<file path="src/rtl/immediate_encoder.sv">
// immediate_encoder
//   Inserts an immediate into the immediate bit positions of a base
//   instruction word. Five formats are supported: U, J, I, S and B.
//   Encoded results are queued in a 2-entry in-order FIFO with a
//   valid/ready handshake on both sides.
//
// Ports
//   i_Clock            sole clock, rising edge
//   i_Reset            synchronous, active-high reset
//   i_Valid / o_Ready  upstream handshake; o_Ready depends on registers only
//   i_Imm_Select       0=U 1=J 2=I 3=S 4=B; 5..7 are unknown and flagged
//   i_Immediate        two's-complement immediate
//   i_Instruction_Base opcode/register/funct fields; its immediate bits are ignored
//   o_Valid / i_Ready  downstream handshake
//   o_Instruction      encoded instruction at the FIFO head
//   o_Error            error flag travelling with o_Instruction
//   o_Error_Count      saturating count of accepted flagged requests
//
// Build option
//   IMM_ENCODER_RANGE_CHECK_EN  also flags immediates that do not fit the
//                               selected format (or are misaligned for B/J).

module immediate_encoder #(
  parameter int unsigned XLEN = 32
) (
  input  logic            i_Clock,
  input  logic            i_Reset,
  input  logic            i_Valid,
  output logic            o_Ready,
  input  logic [2:0]      i_Imm_Select,
  input  logic [XLEN-1:0] i_Immediate,
  input  logic [XLEN-1:0] i_Instruction_Base,
  output logic            o_Valid,
  input  logic            i_Ready,
  output logic [XLEN-1:0] o_Instruction,
  output logic            o_Error,
  output logic [7:0]      o_Error_Count
);

  typedef enum logic [2:0] {
    FMT_U = 3'd0,
    FMT_J = 3'd1,
    FMT_I = 3'd2,
    FMT_S = 3'd3,
    FMT_B = 3'd4
  } imm_fmt_e;

  logic [XLEN-1:0] enc_inst;
  logic            enc_err;
  logic            sel_unknown;
  logic            range_err;

  always_comb begin
    enc_inst    = i_Instruction_Base;
    sel_unknown = 1'b0;
    case (i_Imm_Select)
      FMT_U: enc_inst[31:12] = i_Immediate[31:12];
      FMT_J: begin
        enc_inst[31]    = i_Immediate[20];
        enc_inst[30:21] = i_Immediate[10:1];
        enc_inst[20]    = i_Immediate[11];
        enc_inst[19:12] = i_Immediate[19:12];
      end
      FMT_I: enc_inst[31:20] = i_Immediate[11:0];
      FMT_S: begin
        enc_inst[31:25] = i_Immediate[11:5];
        enc_inst[11:7]  = i_Immediate[4:0];
      end
      FMT_B: begin
        enc_inst[31]    = i_Immediate[12];
        enc_inst[30:25] = i_Immediate[10:5];
        enc_inst[11:8]  = i_Immediate[4:1];
        enc_inst[7]     = i_Immediate[11];
      end
      default: sel_unknown = 1'b1;
    endcase
  end

`ifdef IMM_ENCODER_RANGE_CHECK_EN
  // An immediate fits an N-bit signed field when it equals the sign
  // extension of its own low N bits.
  logic fits12, fits13, fits21;
  assign fits12 = (i_Immediate == {{(XLEN-12){i_Immediate[11]}}, i_Immediate[11:0]});
  assign fits13 = (i_Immediate == {{(XLEN-13){i_Immediate[12]}}, i_Immediate[12:0]});
  assign fits21 = (i_Immediate == {{(XLEN-21){i_Immediate[20]}}, i_Immediate[20:0]});

  always_comb begin
    range_err = 1'b0;
    case (i_Imm_Select)
      FMT_U:        range_err = (i_Immediate[11:0] != 12'd0);
      FMT_J:        range_err = !fits21 || i_Immediate[0];
      FMT_I, FMT_S: range_err = !fits12;
      FMT_B:        range_err = !fits13 || i_Immediate[0];
      default:      range_err = 1'b0;
    endcase
  end
`else
  assign range_err = 1'b0;
`endif

  assign enc_err = sel_unknown || range_err;

  // Two-entry FIFO kept as head/tail registers; the head drives the outputs.
  logic [1:0]      occ;
  logic [XLEN-1:0] head_inst, tail_inst;
  logic            head_err, tail_err;
  logic            push, pop;

  assign o_Ready       = (occ < 2'd2);
  assign o_Valid       = (occ != 2'd0);
  assign o_Instruction = head_inst;
  assign o_Error       = head_err;

  assign push = i_Valid && o_Ready;
  assign pop  = o_Valid && i_Ready;

  always_ff @(posedge i_Clock) begin
    if (i_Reset) begin
      occ           <= '0;
      head_inst     <= '0;
      head_err      <= 1'b0;
      tail_inst     <= '0;
      tail_err      <= 1'b0;
      o_Error_Count <= '0;
    end else begin
      if (push && !pop) begin
        if (occ == 2'd0) begin
          head_inst <= enc_inst;
          head_err  <= enc_err;
        end else begin
          tail_inst <= enc_inst;
          tail_err  <= enc_err;
        end
        occ <= occ + 2'd1;
      end else if (pop && !push) begin
        head_inst <= tail_inst;
        head_err  <= tail_err;
        occ       <= occ - 2'd1;
      end else if (push && pop) begin
        // Occupancy stays put: with one entry the new one becomes the head;
        // with two, the tail advances and the new one takes its place.
        if (occ == 2'd1) begin
          head_inst <= enc_inst;
          head_err  <= enc_err;
        end else begin
          head_inst <= tail_inst;
          head_err  <= tail_err;
          tail_inst <= enc_inst;
          tail_err  <= enc_err;
        end
      end

      if (push && enc_err && (o_Error_Count != 8'hFF))
        o_Error_Count <= o_Error_Count + 8'd1;
    end
  end

endmodule

</file>
<file path="config.mk">
export PLATFORM = sky130hd
export DESIGN_NAME = immediate_encoder
export DESIGN_NICKNAME = d
export VERILOG_FILES = /design/src/rtl/immediate_encoder.sv
export SDC_FILE = /design/constraint.sdc
export NUM_CORES = 1
export LEC_CHECK = 0
export ABC_AREA = 1
export CAP_MARGIN = 20
export CORE_ASPECT_RATIO = 1.4
export CORE_MARGIN = 4
export CORE_UTILIZATION = 48
export CTS_CLUSTER_SIZE = 8
export DETAILED_ROUTE_END_ITERATION = 10
export HOLD_SLACK_MARGIN = 0.02
export PLACE_DENSITY_LB_ADDON = 0.2
export SKIP_CTS_REPAIR_TIMING = 1
export SYNTH_ARGS = -nofsm -noshare
export SYNTH_HDL_FRONTEND = slang
export SYNTH_SLANG_ARGS = --single-unit
</file>
<file path="constraint.sdc">
create_clock -name i_Clock -period 2.35 [get_ports i_Clock]
set_clock_uncertainty 0.15 [all_clocks]
set_input_delay 0.235 -clock i_Clock [delete_from_list [all_inputs] [get_ports i_Clock]]
set_output_delay 0.235 -clock i_Clock [all_outputs]
set_load 0.01 [all_outputs]
</file>
# ---- Word level (Yosys, flattened, before mapping)
# Index checks and enable logic that the tools add are counted.
dict set report totals {
  out_inout_bits 43
  ramBits 0
  memories 0
  reg_bits 76
  latch_bits 0
  word_cells 67
  rom_bits 0
}
dict set report classes {
  multipliers 0
  n_eq_ne 10
  magnitude_cmp 1
  mux 27
  add_sub_neg 3
  div 0
  reduce_logical 20
  bitwise_logic 0
  n_shift 0
}
# operator count
set op_table {}
lappend op_table {{$mux 32} 10}
lappend op_table {{$pmux 7 s4} 1}
lappend op_table {{$pmux 5 s3} 1}
lappend op_table {{$mux 1} 11}
lappend op_table {{$pmux 5 s2} 1}
lappend op_table {{$add 8x1->8 const B} 1}
lappend op_table {{$mux 8} 1}
lappend op_table {{$ne 8x8->1 const B} 1}
lappend op_table {{$logic_and 1x1->1} 7}
lappend op_table {{$eq 3x2->1 const B} 2}
lappend op_table {{$ne 2x2->1 const B} 3}
lappend op_table {{$reduce_bool 2->1} 3}
lappend op_table {{$reduce_or 5->1} 1}
lappend op_table {{$mux 2} 2}
lappend op_table {{$reduce_and 4->1} 1}
lappend op_table {{$reduce_or 2->1} 2}
lappend op_table {{$eq 3x1->1 const B} 1}
lappend op_table {{$eq 3x3->1 const B} 1}
lappend op_table {{$logic_not 3->1} 1}
lappend op_table {{$reduce_bool 3->1} 1}
lappend op_table {{$add 2x1->2 const B} 1}
lappend op_table {{$eq 2x1->1 const B} 1}
lappend op_table {{$logic_not 1->1} 2}
lappend op_table {{$logic_not 2->1} 1}
lappend op_table {{other kinds (4)} 4}

# ---- Logic depth before layout (Yosys ltp)
dict set report depth {
  word_depth 7
  depth_mapped 13
  depth_no_buf 12
}

# ---- Worst setup path before layout
# OpenSTA, ideal clock, no wires.
dict set report synth_timing {
  kind {reg-to-reg}
  startpoint {register occ[0]}
  endpoint {register tail_inst[31]}
  t_required_ns 2.085
  stages_incl_launch_ff 12
  t_arrival_ns 1.759
  setup_ns 0.115
  setup_slack_ns 0.325
  cell_sequence {dfxtp_1 > inv_1 > ha_1 > inv_2 > nand2_1 > ha_1 > o21ai_0 > nand2_1 > buf_2 > buf_2 > o21ai_0 > inv_1}
}
dict set report synth_via {
  elab_chain_cells 6
  elab_cells_between_ends 17
}
# element line_no
set synth_lines {}
lappend synth_lines {{start, declared} 104} ;# logic [1:0] occ;
lappend synth_lines {{start signal, assigned} 134} ;# occ <= occ + 2'd1;
lappend synth_lines {{start signal, assigned} 138} ;# occ <= occ - 2'd1;
lappend synth_lines {{$reduce_bool 2->1 (*)} 110} ;# assign o_Valid = (occ != 2'd0);
lappend synth_lines {{net o_Valid} 33} ;# output logic o_Valid,
lappend synth_lines {{$logic_and 1x1->1 (*)} 115} ;# assign pop = o_Valid && i_Ready;
lappend synth_lines {{$logic_not 1->1} 126} ;# if (push && !pop) begin
lappend synth_lines {{$logic_and 1x1->1} 126}
lappend synth_lines {{$ne 2x2->1 (no line) or $reduce_bool 2->1 (tied branches)} -}
lappend synth_lines {{$reduce_and 4->1 (no line)} -}
lappend synth_lines {{end signal, assigned} 131} ;# tail_inst <= enc_inst;
lappend synth_lines {{end signal, assigned} 148} ;# tail_inst <= enc_inst;
lappend synth_lines {{end, declared} 105} ;# logic [XLEN-1:0] head_inst, tail_inst;
# Mark *: on every way through the listed nets, which the timed path passes. The rest lies on a longest branch.
# A chain may end at the register's enable or synchronous reset.

# ---- Final worst setup path
dict set report layout_timing {
  startpoint {register occ[0]}
  endpoint {register tail_inst[10]}
}
dict set report layout_via {
  elab_chain_cells 6
  elab_cells_between_ends 17
}
# element line_no
set layout_lines {}
lappend layout_lines {{$lt 2x2->1 or $reduce_bool 2->1 (tied branches)} {109, 110}}
lappend layout_lines {{$logic_and 1x1->1, on equally long branches} {114, 115}}
lappend layout_lines {{$logic_not 1->1, on equally long branches} {135, 126}}
lappend layout_lines {{$logic_and 1x1->1, on equally long branches} {135, 126}}
lappend layout_lines {{$ne 2x2->1 (no line) or $reduce_bool 2->1 (tied branches)} -}
lappend layout_lines {{$reduce_and 4->1 (no line)} -}
# Several ways; a longest one is shown, not always the timed one.

==> impl_metrics.yaml <==
run_status:
  status: "finished, final reports clean"
critical_path:
  start_kind: "register"
  arrival_ns: 2.27
  path_class: "reg -> reg"
  cpPeakStageDelay_ns: 0.37
  end_kind: "register"
  path_cells: "inv_1, ha_1, inv_2, nand2_2, ha_2, o21ai_0, nand2_1, inv_4, buf_12, nand2_1, o211ai_1, inv_1"
  crit_path_max_fanout: 27
  critPathRequiredTime_ns: 2.45
  crit_path_top_delay_cell: "dfxtp_1"
yosys:
  ys_types: 30
  synth_cells: 572
  seq_area_frac_synth: 0.389
  ys_ff_latch: 76
  synth_fp_nets: 648
  async_reset_ff_frac: 0
  synth_warnings: 0
  postSynthAreaPerCell_sq_um: 6.84
  synth-main-ff-cell: "dfxtp_1"
  synth_area_sq_mm: 0.00391
  synth_edf_count: 0
timing:
  fmax_mhz: 461
  hold_violations: 0
  final-setup-viol-count: 0
  min_period_ns: 2.17
  setup-tns-final_ns: 0
  tightest_slew_ns: 0.453
  finalCritPeriodShare: 0.923
  rsz0062_at_grt: "false"
  drv_slew: 0
  relSlewSlack: 0.698
die:
  num_io_pins: 114
  die_area_sq_mm: 0.00968
  die_x_microns: 84.3
  die_h_microns: 115
  core.rowCount: 38
  start_util: 0.499
  core-area_sq_mm: 0.00785
global_route:
  grt_max_degree: 51
  grt_use_total: 0.208
  grt_pass1_wl_microns: 16500
  grt.overflow.total: 0
  antenna_found_initial: 0
  first_global_vias: 3729
placed_design:
  placed_cells: 764
  place_congestion: 0.834
  place_hpwl_microns: 7340
  port_buffers: 113
pwr:
  p_total_w: 0.00569
  leakage_nw: 2.38
  peakVddDrop_mv: 0.586
  powerDensity_mw_per_mm2: 1060
routing:
  drt_iter0_drc: 265
  detail_route.wl_per_cell_microns: 13.0
  avgViaCountPerCell: 5.11
  vias: 3984
  drt_wl_total_microns: 10100
  ant_nets: 0
  drc: 0
  drtPass1Iterations: 4
cts:
  path_clk_slew_ns: 0.08
  cts_tree: "yes"
  cts.sinks: 76
  htree_levels: 3
  insertion_delay_ns: 0.35
  cts_made_buffers: 9
  root_buffer: "clkbuf_8"
  clockBufferDepth: 2
final_layout:
  drive_gt1_frac: 0.0781
  final_common_cell: "nand2_1"
  fillCellCount: 679
  final_cell_mix: "nand2_1 (114), clkdlybuf4s50_1 (113), dfxtp_1 (76)"
  nets: 751
  area_growth_pct: 37.6
  diodes: 0
  stdcell_count: 779
job:
  maxCapViolCount: 0
hold_path:
  hp-class: "reg -> reg"
## flip-flops by register name, indices dropped and copies added (netlist names)
register       flops
o_Instruction     32
tail_inst         32
o_Error_Count      8
occ                2
o_Error            1
tail_err           1
## area by class of cell
cell class,instances,area (sq um),area share
clock buffers,11,151,0.0281
well taps,100,125,0.0232
clock inverters,4,72.6,0.0135
multi-input cells,384,1950,0.362
repair buffers,125,1260,0.234
flip-flops and latches,76,1520,0.283
inverters,79,302,0.0560
## worst paths after layout
| check | startpoint | to | slack (ns) | cells after the start |
|---|---|---|---|---|
| setup reg to reg | occ[0] | tail_inst[10] | 0.18 | 12 |
| hold reg to reg | tail_inst[5] | tail_inst[5] | 0.33 | 2 |
| hold / removal | tail_inst[5] | tail_inst[5] | 0.33 | 2 |
| setup / recovery | occ[0] | tail_inst[10] | 0.18 | 12 |
## critical path: cells and delay by family (launching register included)
| kind | cells | cell delay (ns) |
|---|---|---|
| AO/OA/AOI/OAI | 2 | 0.24 |
| AND/OR/NAND/NOR | 3 | 0.32 |
| adder cells (fa/ha/maj) | 2 | 0.42 |
| flip-flops | 1 | 0.37 |
| buffers and inverters | 5 | 0.56 |
## synth_stat cells (10+ instances only)
master	n	area [sq um]
o21ai_1	18	90.1
clkbuf_1	14	52.6
dfxtp_1	76	1520
nand3_1	25	125
nor2_1	36	135
nand2_1	115	432
inv_1	72	270
o21ai_0	65	325
a21oi_1	49	245
buf_2	12	60.1
or2_1	12	75.1
nand3b_1	10	75.1
## report_power, final
part / internal [W] / switching, W
Combinational: 0.00122 / 0.00134
Sequential: 0.00177 / 0.000242
Clock: 0.000648 / 0.000468
## logic make-up after synthesis
kind of cell,Yosys count,share of synthesized area
buffers and inverters,112,0.117
AOI/OAI and AO/OA,155,0.213
adders and majority gates,5,0.0160
DFF,76,0.389
and+or+nand+nor,218,0.252
xor gates and xnor gates,6,0.0134
## stage by stage
stage / setup slack, ns / utilization / hold WS [ns] / area [sq um]
floorplan: 0.325 / - / 0.252 / 3910
global placement: 0.161 / 0.656 / 0.307 / 5150
detailed placement: 0.0754 / 0.656 / 0.314 / 5150
CTS: 0.0649 / 0.685 / 0.333 / 5370
global route: 0.0554 / 0.686 / 0.360 / 5390
finish: 0.182 / 0.686 / 0.330 / 5390
## per-layer routing
metal  wire, microns  GRT usage
met1            4230      0.235
met2            5150      0.378
met3             510     0.0452
met4             214     0.0837
met5               0          0
Power figures use the tool's default switching activity.
